`src/rtl/adder_seq24_if.sv`:
```
// Operand/result bundle for adder_seq24. With ADDER_SEQ_SUB_EN defined the
// bundle also carries the sub_i mode select.
interface adder_seq24_if #(
    parameter int NSLICE = 4
);
    localparam int W = 6 * NSLICE;

    logic         start_i;
    logic [W-1:0] data0_i;
    logic [W-1:0] data1_i;
    logic         carry_i;
`ifdef ADDER_SEQ_SUB_EN
    logic         sub_i;
`endif
    logic         ready_o;
    logic         valid_o;
    logic [W-1:0] sum_o;
    logic         carry_o;
    logic         overflow_o;

`ifdef ADDER_SEQ_SUB_EN
    modport master (
        output start_i, data0_i, data1_i, carry_i, sub_i,
        input  ready_o, valid_o, sum_o, carry_o, overflow_o
    );
    modport slave (
        input  start_i, data0_i, data1_i, carry_i, sub_i,
        output ready_o, valid_o, sum_o, carry_o, overflow_o
    );
`else
    modport master (
        output start_i, data0_i, data1_i, carry_i,
        input  ready_o, valid_o, sum_o, carry_o, overflow_o
    );
    modport slave (
        input  start_i, data0_i, data1_i, carry_i,
        output ready_o, valid_o, sum_o, carry_o, overflow_o
    );
`endif
endinterface

```
`src/rtl/adder_seq24.sv`:
```
// Sequential NSLICE x 6-bit adder: one adder6 slice per clock, LSB slice first.
// Optional subtraction mode is compiled in with ADDER_SEQ_SUB_EN.
module adder6 (
    input  logic [5:0] a,
    input  logic [5:0] b,
    input  logic       ci,
    output logic [5:0] s,
    output logic       co
);
    logic [6:0] total;

    assign total = {1'b0, a} + {1'b0, b} + {6'b0, ci};
    assign s     = total[5:0];
    assign co    = total[6];
endmodule

module adder_seq24 #(
    parameter int NSLICE = 4
) (
    input  logic         clk_i,
    input  logic         rst_i,
    adder_seq24_if.slave bus
);
    localparam int W  = 6 * NSLICE;
    localparam int IW = $clog2(NSLICE);
    localparam logic [IW-1:0] LAST = IW'(NSLICE - 1);

    typedef enum logic [1:0] {IDLE, BUSY, DONE} state_t;

    state_t        state_reg, state_next;
    logic [IW-1:0] idx_reg, idx_next;
    logic [W-1:0]  a_reg, a_next;
    logic [W-1:0]  b_reg, b_next;
    logic          carry_reg, carry_next;
    logic          cout_reg, cout_next;
    logic          ovf_reg, ovf_next;
    logic [5:0]    sum_reg  [NSLICE];
    logic [5:0]    sum_next [NSLICE];

    logic [5:0]    a_slc [NSLICE];
    logic [5:0]    b_slc [NSLICE];
    logic [W-1:0]  sum_flat;
    logic [5:0]    slice_sum;
    logic          slice_cout;
    logic          sub_sel;

`ifdef ADDER_SEQ_SUB_EN
    assign sub_sel = bus.sub_i;
`else
    assign sub_sel = 1'b0;
`endif

    for (genvar gi = 0; gi < NSLICE; gi++) begin : g_slice
        assign a_slc[gi]             = a_reg[6*gi +: 6];
        assign b_slc[gi]             = b_reg[6*gi +: 6];
        assign sum_flat[6*gi +: 6]   = sum_reg[gi];
    end

    adder6 u_adder6 (
        .a  (a_slc[idx_reg]),
        .b  (b_slc[idx_reg]),
        .ci (carry_reg),
        .s  (slice_sum),
        .co (slice_cout)
    );

    always_ff @(posedge clk_i) begin
        if (rst_i) begin
            state_reg <= IDLE;
            idx_reg   <= '0;
            a_reg     <= '0;
            b_reg     <= '0;
            carry_reg <= 1'b0;
            cout_reg  <= 1'b0;
            ovf_reg   <= 1'b0;
            for (int i = 0; i < NSLICE; i++) sum_reg[i] <= '0;
        end else begin
            state_reg <= state_next;
            idx_reg   <= idx_next;
            a_reg     <= a_next;
            b_reg     <= b_next;
            carry_reg <= carry_next;
            cout_reg  <= cout_next;
            ovf_reg   <= ovf_next;
            sum_reg   <= sum_next;
        end
    end

    always_comb begin
        state_next = state_reg;
        idx_next   = idx_reg;
        a_next     = a_reg;
        b_next     = b_reg;
        carry_next = carry_reg;
        cout_next  = cout_reg;
        ovf_next   = ovf_reg;
        sum_next   = sum_reg;
        case (state_reg)
            IDLE, DONE: begin
                if (bus.start_i) begin
                    // Subtraction is A + ~B + 1; the stored operand is already B'.
                    a_next     = bus.data0_i;
                    b_next     = bus.data1_i ^ {W{sub_sel}};
                    carry_next = sub_sel | bus.carry_i;
                    idx_next   = '0;
                    cout_next  = 1'b0;
                    ovf_next   = 1'b0;
                    state_next = BUSY;
                end else begin
                    state_next = IDLE;
                end
            end
            BUSY: begin
                sum_next[idx_reg] = slice_sum;
                carry_next        = slice_cout;
                idx_next          = idx_reg + 1'b1;
                if (idx_reg == LAST) begin
                    cout_next  = slice_cout;
                    ovf_next   = (a_reg[W-1] == b_reg[W-1]) && (slice_sum[5] != a_reg[W-1]);
                    state_next = DONE;
                end
            end
            default: state_next = IDLE;
        endcase
    end

    assign bus.ready_o    = (state_reg == IDLE) || (state_reg == DONE);
    assign bus.valid_o    = (state_reg == DONE);
    assign bus.sum_o      = sum_flat;
    assign bus.carry_o    = cout_reg;
    assign bus.overflow_o = ovf_reg;
endmodule

```
`src/flat_wrapper.sv`:
```
// flat-port wrapper written by rule: the top's interface ports become plain ports
module adder_seq24_flat 
#(
    parameter int NSLICE = 4
)
  (clk_i, rst_i, bus_start_i, bus_data0_i, bus_data1_i, bus_carry_i, bus_ready_o, bus_valid_o, bus_sum_o, bus_carry_o, bus_overflow_o);
  adder_seq24_if #(.NSLICE(NSLICE)) bus_i ();
  input  logic clk_i;
  input  logic rst_i;
  input wire logic [$bits(bus_i.start_i)-1:0] bus_start_i;
  input wire logic [$bits(bus_i.data0_i)-1:0] bus_data0_i;
  input wire logic [$bits(bus_i.data1_i)-1:0] bus_data1_i;
  input wire logic [$bits(bus_i.carry_i)-1:0] bus_carry_i;
  output wire logic [$bits(bus_i.ready_o)-1:0] bus_ready_o;
  output wire logic [$bits(bus_i.valid_o)-1:0] bus_valid_o;
  output wire logic [$bits(bus_i.sum_o)-1:0] bus_sum_o;
  output wire logic [$bits(bus_i.carry_o)-1:0] bus_carry_o;
  output wire logic [$bits(bus_i.overflow_o)-1:0] bus_overflow_o;
  assign bus_i.start_i = bus_start_i;
  assign bus_i.data0_i = bus_data0_i;
  assign bus_i.data1_i = bus_data1_i;
  assign bus_i.carry_i = bus_carry_i;
  assign bus_ready_o = bus_i.ready_o;
  assign bus_valid_o = bus_i.valid_o;
  assign bus_sum_o = bus_i.sum_o;
  assign bus_carry_o = bus_i.carry_o;
  assign bus_overflow_o = bus_i.overflow_o;
  adder_seq24 #(.NSLICE(NSLICE)) u_core (.clk_i(clk_i), .rst_i(rst_i), .bus(bus_i));
endmodule
```
`config.mk`:
```
export PLATFORM = sky130hd
export DESIGN_NAME = adder_seq24_flat
export DESIGN_NICKNAME = d
export VERILOG_FILES = /design/src/rtl/adder_seq24_if.sv /design/src/rtl/adder_seq24.sv /design/src/flat_wrapper.sv
export SDC_FILE = /design/constraint.sdc
export NUM_CORES = 1
export LEC_CHECK = 0
export ABC_AREA = 1
export ABC_CLOCK_PERIOD_IN_PS = 3000
export BUFFER_PORTS_ARGS = -buffer_cell sky130_fd_sc_hd__buf_4
export CAP_MARGIN = 5
export CORE_ASPECT_RATIO = 1.5
export CORE_MARGIN = 2
export CORE_UTILIZATION = 50
export CTS_BUF_LIST = sky130_fd_sc_hd__clkbuf_8
export CTS_CLUSTER_DIAMETER = 200
export CTS_CLUSTER_SIZE = 8
export DETAILED_ROUTE_END_ITERATION = 12
export GPL_TIMING_DRIVEN = 0
export PLACE_DENSITY = 0.8
export RECOVER_POWER = 50
export SLEW_MARGIN = 20
export SYNTH_ARGS = -nofsm -noshare
export SYNTH_HDL_FRONTEND = slang
export SYNTH_SLANG_ARGS = --single-unit
```
`constraint.sdc`:
```
create_clock -name clk_i -period 3 [get_ports clk_i]
set_clock_uncertainty 0.05 [all_clocks]
set_input_delay 0 -clock clk_i [delete_from_list [all_inputs] [get_ports clk_i]]
set_output_delay 0 -clock clk_i [all_outputs]
set_load 0.05 [all_outputs]
```
==> flow_summary.json <==
{
  "status": "complete, no violations",
  "final.setup.tns_ns": 0,
  "areaGrowthSynthToFinish_pct": 37.5,
  "worstSetupStartpointType": "flip-flop",
  "synthTopCellsByArea": "dfxtp_1, nor2_1, o21ai_0, nand2_1, ha_1",
  "avgSynthCellArea_um2": 7.52,
  "vias_per_cell": 5.25,
  "drive_above_1_share_pct": 14.2,
  "cts_tree": "done",
  "cts.sinks": 79,
  "cp.depth": 13,
  "grt_pass1_wl_mm": 15.9,
  "p_per_area_mw_per_mm2": 565,
  "timing.hold.ws_ns": 0.338,
  "end_kind": "flip-flop",
  "fin_crit_ns": 2.84,
  "peakVddDrop_mv": 0.397,
  "clock_power_share_pct": 32.4,
  "synth_cell_types": 26,
  "drtAntennaViolNets": 0,
  "ios": 80,
  "slowest_stage": "fa_1",
  "max_slew_margin_pct": 55.2,
  "root_buffer": "clkbuf_8",
  "ys_ff_latch": 79,
  "die_area_mm2": 0.00760,
  "yosys.area.top_type": "dfxtp_1",
  "hp-class": "in -> reg",
  "syn_area_mm2": 0.00345,
  "grtUsageTotal_pct": 26.9,
  "place_congestion": 0.958,
  "syn_nets": 522,
  "path_max_fanout": 10,
  "rsz0062_at_grt": "false",
  "h-tree-depth": 3,
  "worst_pin_slew_ns": 0.670,
  "drt_iter0_drc": 208,
  "route.detailed.drc": 0,
  "synth_edf_count": 0,
  "leakagePower_nw": 2.13,
  "drv_cap": 0,
  "crit_required_ns": 3.19,
  "start_util_pct": 51.1,
  "max_freq_ghz": 0.353,
  "rows": 37,
  "swShare_pct": 30.1,
  "n_antenna_cell": 0,
  "ys_top_cells_by_count": "nor2_1, dfxtp_1, o21ai_0",
  "die_w_um": 71.9,
  "cts_setup_buffers": 0,
  "synth_ff_type": "dfxtp_1",
  "p_int_mw": 1.88,
  "clockBufferDepth": 2,
  "synth_most_common_cell": "nor2_1",
  "cp_top_family": "adder cells",
  "slowest_delay_ns": 0.41,
  "worstPathCellList": "clkbuf_4, inv_1, buf_2, o21ai_0, o22ai_1, fa_2, fa_1, nand3_1, nand2_1, a21oi_1, o21bai_1, nand2_1, a21oi_1",
  "period_share_pct": 94.5,
  "dr.pass1.iters": 5,
  "hold_viol_final": 0,
  "setup_violations": 0,
  "synth_top_area_share_pct": 45.8,
  "clk_latency_ns": 0.35,
  "hpwl_mm": 6.97,
  "io_buffers": 79,
  "grt_max_degree": 13,
  "post_drt_wl_per_cell_um": 14.4,
  "antenna_found_initial": 0,
  "combinationalPowerShare_pct": 23.9,
  "vias": 3589,
  "grt_pass1_vias": 3510,
  "crit_type": "reg -> reg",
  "ys_seq_area_share_pct": 45.8,
  "cp.arrival_ns": 3.03,
  "coreArea_mm2": 0.00676,
  "hold_path_depth": 3,
  "reg2reg_depth": 13,
  "nNetsFinal": 663,
  "async_reset_ff_share_pct": 0,
  "synth_warnings": 0,
  "die_h_um": 106,
  "clkTransAtPathRegs_ns": 0.07,
  "cts_made_buffers": 9,
  "wl_mm": 9.84,
  "crit_buf_inv": 3,
  "grt_overflow": 0,
  "netlist_instances": 459,
  "pwr-share-seq_pct": 43.7,
  "switching_power_uw": 807,
  "drv_slew": 0
}
==> final cells by class <==
cell class	instances	area, µm²
Fill cell	568	2010
Multi-Input combinational cell	326	1630
Sequential cell	79	1580
Timing Repair Buffer	130	998
Clock buffer	11	151
Inverter	29	113
Buffer	25	104
Tap cell	78	97.6
Clock inverter	5	72.6
==> worst reg2reg max path, stage by stage, from the launching register on <==
cell and delay [ns]:
dfxtp_1 0.37, clkbuf_4 0.21, inv_1 0.12, buf_2 0.20
o21ai_0 0.20, o22ai_1 0.16, fa_2 0.40, fa_1 0.41
nand3_1 0.10, nand2_1 0.10, a21oi_1 0.14, o21bai_1 0.10
nand2_1 0.09, a21oi_1 0.06
==> per-stage QoR <==
step	area, µm²	power [mW]	util, %	setup WS [ns]	std cells
finish	4750	2.68	70.3	0.164	683
global route	4750	2.80	70.3	0.0401	683
CTS	4880	2.70	72.2	0.0167	683
detailed placement	4140	1.79	61.3	0.0498	616
global placement	4140	1.77	61.3	0.0871	616
floorplan	3450	1.59	-	0.562	459
==> routing by layer <==
metal / up-vias / wire length (µm) / global-route usage, %
met5: - / 0 / 0
met4: 0 / 377 / 13.6
met3: 33 / 495 / 4.49
met2: 141 / 5120 / 48.7
met1: 1629 / 3850 / 29.2
li1: 1786 / - / -
==> cell usage in the layout, fill, tap and decap left out, types with 13 or more instances in the layout <==
master	synthesis	final
dlygate4sd3_1	0	51
a21oi_1	18	18
dfxtp_1	79	79
nand2_1	32	33
clkbuf_1	15	47
o21ai_1	13	13
o21ai_0	74	74
buf_4	3	51
nor2_1	129	130
inv_1	21	25
==> worst paths after layout <==
check                        start                    end  slack (ns)
max              u_core.idx_reg[0]     u_core.bus.carry_o        0.16
min                          rst_i  u_core.bus.overflow_o        0.34
max reg2reg      u_core.idx_reg[0]     u_core.bus.carry_o        0.16
min reg2reg  u_core.bus.overflow_o  u_core.bus.overflow_o        0.42
==> timing repair <==
| action | 4_1_cts | 5_1_grt |
|---|---|---|
| setup endpoints to repair | 0 | 6 |
| endpoints found under the hold margin | 53 | 0 |
| gates resized for setup | 0 | 3 |
| hold buffers | 51 | 0 |
==> power by group through the flow <==
stage	Combinational [mW]	Sequential [mW]	Clock (mW)
finish	0.642	1.17	0.869
global route	0.705	1.18	0.917
CTS	0.646	1.17	0.880
detailed placement	0.591	1.19	0
global placement	0.581	1.19	0
floorplan	0.352	1.24	0
==> logic make-up after synthesis <==
family / Yosys count / synth area share [%]
buffers and inverters: 54 / 6.56
flip-flops: 79 / 45.8
adder cells (fa/ha/maj): 11 / 4.42
XOR/XNOR: 3 / 0.761
AO/OA/AOI/OAI: 130 / 20.2
AND/OR/NAND/NOR: 182 / 22.2
(Power assumes the default switching activity.)
